===== src/rtl/puf_key_vote_launcher.sv =====
// PUF key majority voter and one-shot AES run sequencer between keygenerator and AES_circuit.
// Each key bit owns a small ones counter; the top FSM collects votes, then launches and times AES runs.

module puf_vote_bit #(
    parameter int NVOTE = 7
) (
    input  logic clk,
    input  logic reset,
    input  logic clr,
    input  logic vote,
    input  logic bit_in,
    output logic maj,
    output logic noisy
);
    localparam logic [3:0] HALF = 4'(NVOTE / 2);
    localparam logic [3:0] NV   = 4'(NVOTE);

    logic [3:0] ones, ones_nxt;

    // Verdict is taken from the post-vote count so the final vote is included.
    assign ones_nxt = ones + {3'b000, bit_in};
    assign maj      = ones_nxt > HALF;
    assign noisy    = (ones_nxt != 4'd0) && (ones_nxt != NV);

    always_ff @(posedge clk or negedge reset) begin
        if (!reset)    ones <= 4'd0;
        else if (clr)  ones <= 4'd0;
        else if (vote) ones <= ones_nxt;
    end
endmodule

module puf_key_vote_launcher #(
    parameter int NVOTE   = 7,
    parameter int TIMEOUT = 64
) (
    input  logic         clk,
    input  logic         reset,
    input  logic [127:0] key_in,
    input  logic         key_valid,
    input  logic         rekey,
    input  logic         start,
    input  logic [127:0] data_in,
    input  logic [127:0] cipher_in,
    input  logic         aes_done,
    output logic [127:0] aes_key,
    output logic [127:0] aes_data,
    output logic         aes_rst,
    output logic [127:0] cipher_out,
    output logic         cipher_valid,
    output logic         key_ready,
    output logic         busy,
    output logic         timeout_err,
    output logic [7:0]   unstable_bits
);
    localparam logic [2:0] IDLE    = 3'd0;
    localparam logic [2:0] COLLECT = 3'd1;
    localparam logic [2:0] KEYED   = 3'd2;
    localparam logic [2:0] LAUNCH  = 3'd3;
    localparam logic [2:0] RUN     = 3'd4;
    localparam logic [2:0] DONE    = 3'd5;
    localparam logic [2:0] ERR     = 3'd6;

    localparam logic [3:0] VOTE_LAST = 4'(NVOTE - 1);
    localparam logic [7:0] TMO_LAST  = 8'(TIMEOUT - 1);

    logic [2:0]   state, state_nxt;
    logic [3:0]   vote_cnt;
    logic [7:0]   tmo_cnt;
    logic [127:0] maj, noisy;
    logic [7:0]   ucnt;
    logic         clr, vote, final_vote, acc_start, acc_rekey, expire;

    assign clr        = (state == IDLE);
    assign vote       = (state == COLLECT) && key_valid;
    assign final_vote = vote && (vote_cnt == VOTE_LAST);
    assign acc_rekey  = rekey && (state == KEYED || state == ERR || state == DONE);
    assign acc_start  = start && !rekey && (state == KEYED || state == ERR);
    assign expire     = (state == RUN) && !aes_done && (tmo_cnt == TMO_LAST);
    assign aes_rst    = (state != RUN);
    assign busy       = (state == COLLECT) || (state == LAUNCH) || (state == RUN);

    for (genvar gi = 0; gi < 128; gi++) begin : g_bit
        puf_vote_bit #(.NVOTE(NVOTE)) u_bit (
            .clk    (clk),
            .reset  (reset),
            .clr    (clr),
            .vote   (vote),
            .bit_in (key_in[gi]),
            .maj    (maj[gi]),
            .noisy  (noisy[gi])
        );
    end

    always_comb begin
        ucnt = 8'd0;
        for (int i = 0; i < 128; i++) ucnt = ucnt + 8'(noisy[i]);
    end

    always_comb begin
        state_nxt = state;
        case (state)
            IDLE:    if (key_valid) state_nxt = COLLECT;
            COLLECT: if (final_vote) state_nxt = KEYED;
            KEYED,
            ERR:     if (rekey) state_nxt = IDLE;
                     else if (start) state_nxt = LAUNCH;
            LAUNCH:  state_nxt = RUN;
            RUN:     if (aes_done) state_nxt = DONE;
                     else if (expire) state_nxt = ERR;
            DONE:    state_nxt = rekey ? IDLE : KEYED;
            default: state_nxt = IDLE;
        endcase
    end

    always_ff @(posedge clk or negedge reset) begin
        if (!reset) begin
            state         <= IDLE;
            vote_cnt      <= 4'd0;
            tmo_cnt       <= 8'd0;
            aes_key       <= '0;
            aes_data      <= '0;
            cipher_out    <= '0;
            cipher_valid  <= 1'b0;
            key_ready     <= 1'b0;
            timeout_err   <= 1'b0;
            unstable_bits <= 8'd0;
        end else begin
            state <= state_nxt;
            if (clr)       vote_cnt <= 4'd0;
            else if (vote) vote_cnt <= vote_cnt + 4'd1;

            if (acc_rekey) begin
                aes_key       <= '0;
                key_ready     <= 1'b0;
                unstable_bits <= 8'd0;
                cipher_valid  <= 1'b0;
                timeout_err   <= 1'b0;
            end else if (final_vote) begin
                aes_key       <= maj;
                key_ready     <= 1'b1;
                unstable_bits <= ucnt;
            end

            // Plaintext and status are refreshed on the accepting edge so LAUNCH already sees them.
            if (acc_start) begin
                aes_data     <= data_in;
                cipher_valid <= 1'b0;
                timeout_err  <= 1'b0;
                tmo_cnt      <= 8'd0;
            end

            if (state == RUN) begin
                tmo_cnt <= tmo_cnt + 8'd1;
                if (aes_done) begin
                    cipher_out   <= cipher_in;
                    cipher_valid <= 1'b1;
                end else if (expire) begin
                    timeout_err <= 1'b1;
                end
            end
        end
    end
endmodule


===== config.mk =====
export PLATFORM = sky130hd
export DESIGN_NAME = puf_key_vote_launcher
export DESIGN_NICKNAME = d
export VERILOG_FILES = /design/src/rtl/puf_key_vote_launcher.sv
export SDC_FILE = /design/constraint.sdc
export NUM_CORES = 2
export LEC_CHECK = 0
export CAP_MARGIN = 5
export CORE_MARGIN = 5
export CORE_UTILIZATION = 45
export DETAILED_ROUTE_END_ITERATION = 8
export GPL_ROUTABILITY_DRIVEN = 0
export PLACE_DENSITY = 0.77
export SYNTH_ARGS = -nofsm -noshare
export SYNTH_HDL_FRONTEND = slang
export SYNTH_HIERARCHICAL = 1
export SYNTH_SLANG_ARGS = --single-unit

===== constraint.sdc =====
create_clock -name clk -period 64.1 [get_ports clk]
set_clock_uncertainty 0.15 [all_clocks]
set_input_delay 12.82 -clock clk [delete_from_list [all_inputs] [get_ports clk]]
set_output_delay 12.82 -clock clk [all_outputs]
set_load 0.05 [all_outputs]

### Yosys cells after proc, flatten, opt, wreduce, memory -nomap -nowiden

Index checks and enable logic that the tools add are counted.

* logic and storage cells: 1223
* bits in registers: 922

* reductions and logical operators: 276
* eq/ne operators: 141
* muxes and demuxes: 283
* add/sub/neg operators: 257
* $lt $le $gt $ge: 128

Operators with widths (count)
* two-way mux 4 bit: 258
* adder 8 x 1 -> 8 bit: 120
* adder 4 x 1 -> 4 bit: 128
* greater-than comparator 4 x 2 -> 1 bit, second input constant: 128
* != test 4 x 3 -> 1 bit, second input constant: 128
* nonzero test 4 bit: 128
* two-way mux 128 bit: 2
* logical AND 1 bit: 135
* two-way mux 8 bit: 4
* two-way mux 3 bit: 6
* one-hot mux 3 bit (6 select lines): 1
* two-way mux 1 bit: 11
* equality test 3 bit, second input constant: 3
* != test 3 bit, second input constant: 3
* adder 7 x 1 -> 8 bit: 1
* adder 8 x 1 -> 8 bit, second input constant: 1
* equality test 8 x 6 -> 1 bit, second input constant: 1
* adder 6 x 1 -> 7 bit: 1
* adder 5 x 1 -> 6 bit: 1
* equality test 3 x 2 -> 1 bit, second input constant: 2
* nonzero test 2 bit: 3
* adder 4 x 1 -> 5 bit: 1
* adder 3 x 1 -> 4 bit: 1
* adder 4 x 1 -> 4 bit, second input constant: 1
* 12 further kinds: 17

### Longest topological paths before layout

* word-level depth: 132
* gate-level depth with buffers: 28
* gate-level depth less buffers: 28

### By module

Netlist, hierarchy kept.

Modules (own cells, without submodules)
* puf_vote_bit (g_bit[0].u_bit ...): seq. area each 100.1 sq um, cells an instance 33, times used 126, area an instance 304.0 sq um
* puf_key_vote_launcher: seq. area each 10259.8 sq um, cells an instance 1561, times used 1, area an instance 19294.8 sq um
* puf_vote_bit (g_bit[98].u_bit ...): seq. area each 100.1 sq um, cells an instance 31, times used 2, area an instance 295.3 sq um

### Least setup slack after synthesis

No wires, ideal clock.

* path type: flip-flop to flip-flop
* start point: register state[0]
* end point: register vote_cnt[0]
* period minus slack after synthesis: 27583 ps
* arrival time: 27284 ps
* setup time: 149 ps
* setup slack: 36517 ps
* data required time: 63801 ps
* stages on the path, launching flop included: 6
* path buffers: 1
* cell sequence: dfrtp_1 clkbuf_1 nor3_1 nor2_1 nand2_1 o21ai_0

* elaborated cells between the ends (all ways): 5

RTL lines
* start, declared: line 66 `logic [2:0] state, state_nxt;`
* start signal, assigned: line 128 `state <= state_nxt;`
* logical NOT 3 bit *: line 73 `assign clr = (state == IDLE);`
* via clr: line 71 `logic clr, vote, final_vote, acc_start, acc_rekey, expire;`
* two-way mux 4 bit or nonzero test 2 bit (tied branches)
* end signal, assigned: line 130 `else if (vote) vote_cnt <= vote_cnt + 4'd1;`
* end, declared: line 67 `logic [3:0] vote_cnt;`

The timed path passes the listed nets; every way through them passes the cells marked *.
A chain may end at the register's enable or synchronous reset.

### Worst setup path in the final report

* start point: input port key_in[83]
* end point: register unstable_bits[5]

* longest elaborated chain between the ends: 50
* elaborated cells between the ends (all ways): 51

RTL lines
* start, declared: line 38 `input logic [127:0] key_in,`
* adder 4 x 1 -> 4 bit *: line 21 `assign ones_nxt = ones + {3'b000, bit_in};`
* != test 4 x 3 -> 1 bit or nonzero test 4 bit (tied branches): line 23 `assign noisy = (ones_nxt != 4'd0) && (ones_nxt != NV);`
* logical AND 1 bit *: line 23
* via noisy[83]: line 69 `logic [127:0] maj, noisy;`
* adder 8 x 1 -> 8 bit * (45 in a row): line 96 `for (int i = 0; i < 128; i++) ucnt = ucnt + 8'(noisy[i]);`
* two-way mux 8 bit *: line 138 `end else if (final_vote) begin`
* two-way mux 8 bit *: line 132 `if (acc_rekey) begin`
* end signal, assigned: line 141 `unstable_bits <= ucnt;`
* end, declared: line 53 `output logic [7:0] unstable_bits`

The timed path passes the listed nets; every way through them passes the cells marked *. The select of a mux whose other input is x is not followed.

==> flow_summary.yaml <==
critical_path:
  cp_top_family: "adder cells"
  critPathRequiredTime_ns: 64.56
  critPathBufInv: 7
  crit_type: "input pin to register"
  regToRegEndpoint: "unstable_bits[5]"
  cp.arrival_ns: 21.34
  worst_path_most_repeated_cell: "fa_1"
  crit_fanout: 5
  critPathSlowestCell: "fa_1"
  reg2reg_slack_ns: 55.37
  max_stage_delay_ns: 0.67
  r2r.worst_path.cells: 26
  cp.depth: 27
  rr_startpoint: "g_bit[83].u_bit/ones[0]"
  end_kind: "register"
  cp-start-kind: "input pin"
sta:
  worst_pin_slew_ns: 1.10
  min_period_ns: 20.89
  final_max_slew_viol_count: 0
  grt_setup_unrepaired: "false"
  fmax_mhz: 47.9
  hold_slack_ns: 0.320
  hold_viol_final: 0
  tns_ns: 0
  fin_crit_sh_pct: 32.6
  setup_viol: 0
  slew_headroom_pct: 26.7
die:
  rows: 132
  die_x_um: 370
  ioPinCount: 787
  core-area_sq_mm: 0.129
  start_util_pct: 45.1
  dieArea_sq_mm: 0.137
  die_h_um: 370
run_status:
  status: "finished, final reports clean"
grt:
  grt_pass1_vias: 44600
  grt-ovfl-total: 0
  grt_pass1_wl_mm: 251
  antenna_found_initial: 40
  grtUsageTotal_pct: 22.6
  grt_max_degree: 191
final_layout:
  fill_cells: 11100
  post-route-cell-area_sq_mm: 0.0702
  fin_nets: 7293
  drive_gt1_share_pct: 7.11
  area_growth_pct: 20.7
yosys:
  synth.top_cell.area_share_pct: 39.6
  synthesis.area_sq_mm: 0.0582
  synth_area_leader_cell: "dfrtp_1"
  async_flop_share_pct: 100
  yosysWarningCount: 6
  synth_top_flop_cell: "dfrtp_1"
  synth_edf_count: 0
  netlist_instances: 5781
  synth.distinct_cells: 62
  synthTopCellsByCount: "922 x dfrtp_1, 906 x nand2_1, 776 x nor2_1"
  ys_seq_area_share_pct: 39.6
  syn_avg_cell_area_sq_um: 10.1
  syn_nets: 6570
  ys_ff_latch: 922
  post-synth-top-count-cell: "dfrtp_1"
  yosys-top-cells-area: "dfrtp_1 40%, mux2i_1 6.6%, ha_1 6.1%"
route:
  drtPass1Iterations: 7
  dr.first_iter.drc_count: 3307
  drt_wl_total_mm: 160
  vias: 46100
  viasPerCell: 5.51
  drcViolationCount: 0
  routedWlPerCell_um: 19.1
  detail-route-antenna-nets: 0
worst_hold_path:
  min_to: "aes_data[78]"
  worstHoldStart: "aes_data[78]"
  min_delay_path_depth: 2
  hp-class: "register to register"
placed_design:
  dpl_cell_area_sq_mm: 0.0665
  port_buffers: 786
  dp_hpwl_mm: 115
clock_network:
  clockBufferDepth: 3
  cts.htree.levels: 3
  ctsHoldBuffers: 0
  cts_tree: "done"
  clock_latency_ns: 0.73
  clockRootBuffer: "clkbuf_16"
  cts_sinks: 922
  numCtsBuffers: 109
  cts_setup_buffers: 0
  clk_pin_slew_ns: 0.06
  ctsResizeCount: 0
job:
  cap_violations: 0
layout by cell type, fill, tap and decap left out, types with 127 or more instances in the layout:
cell             netlist  routed
a31oi_1              128     128
xor2_1               386     386
nand3_1              128     128
nand3b_1             127     127
nand2_1              906     906
a211oi_1             128     128
ha_1                 284     284
a22o_1               131     131
inv_1                178     178
a21oi_1              130     130
clkdlybuf4s50_1        0     785
mux2i_1              385     385
nand4_1              258     258
dfrtp_1              922     922
nor2_1               776     776
flip-flops by register name, summed over array words and instances (netlist names):
name / count
aes_data: 128
aes_key: 128
cipher_out: 128
cipher_valid: 1
g_bit.u_bit/ones: 512
key_ready: 1
state: 3
timeout_err: 1
tmo_cnt: 8
unstable_bits: 8
vote_cnt: 4
how the worst max path moves through the flow:
stage | start | end | slack (ns)
finish | key_in[83] | unstable_bits[5] | 43.21
global route | key_in[83] | unstable_bits[5] | 42.89
CTS | key_in[83] | unstable_bits[5] | 43.30
detailed placement | key_in[83] | unstable_bits[5] | 42.49
global placement | key_in[37] | unstable_bits[5] | 42.57
floorplan | state[0] | vote_cnt[0] | 36.52
worst reg2reg max path, stage by stage, from the launching register on:
cell and delay [ns]:
dfrtp_1 0.38, ha_1 0.23, ha_1 0.37, or3b_1 0.40
a21oi_1 0.18, a211oi_1 0.11, fa_1 0.56, inv_1 0.06
fa_1 0.38, fa_1 0.53, inv_1 0.06, fa_1 0.67
inv_1 0.09, fa_1 0.46, fa_1 0.52, inv_1 0.05
fa_1 0.47, fa_1 0.54, inv_1 0.05, fa_1 0.50
fa_1 0.60, inv_1 0.06, ha_1 0.30, a211oi_1 0.25
o21bai_1 0.15, and4_1 0.22, a211o_1 0.26
metrics by stage:
stage,setup slack (ns),util (%),cells
global route,42.89,54.4,8338
detailed placement,42.49,51.6,8135
CTS,43.30,54.4,8334
finish,43.21,54.5,8358
floorplan,36.52,-,5781
global placement,42.57,51.6,8135
per-layer routing:
| layer | vias up | GRT usage [%] | routed length (um) |
|---|---|---|---|
| li1 | 21900 | - | - |
| met1 | 22600 | 30.3 | 68800 |
| met2 | 1236 | 36.1 | 73800 |
| met3 | 291 | 6.44 | 12400 |
| met4 | 30 | 6.30 | 4690 |
| met5 | - | 0 | 171 |
area by class of cell:
| class | instances | area, sq um | share of cell area [%] |
|---|---|---|---|
| timing repair buffer | 816 | 8150 | 11.6 |
| clock inverter | 49 | 568 | 0.809 |
| inverter | 180 | 692 | 0.985 |
| tap | 1742 | 2180 | 3.10 |
| sequential | 922 | 23100 | 32.8 |
| multi-input combinational | 4475 | 32400 | 46.2 |
| clock buffer | 150 | 3090 | 4.40 |
| antenna | 24 | 60.1 | 0.0855 |
logic make-up (layout without fill, tap and decap cells):
kind of cell	Yosys count	after routing	synth area share, %
compound gates	691	691	9.97
xor+xnor	388	388	5.84
fa+ha+maj	399	399	10.1
buf+inv	384	1195	4.66
flops	922	922	39.6
mux	513	513	9.74
other cells	0	24	0
simple gates	2484	2484	20.1
Power is not shown: default switching activity piles up to over one toggle a cycle in this logic, so the estimate is an artifact.
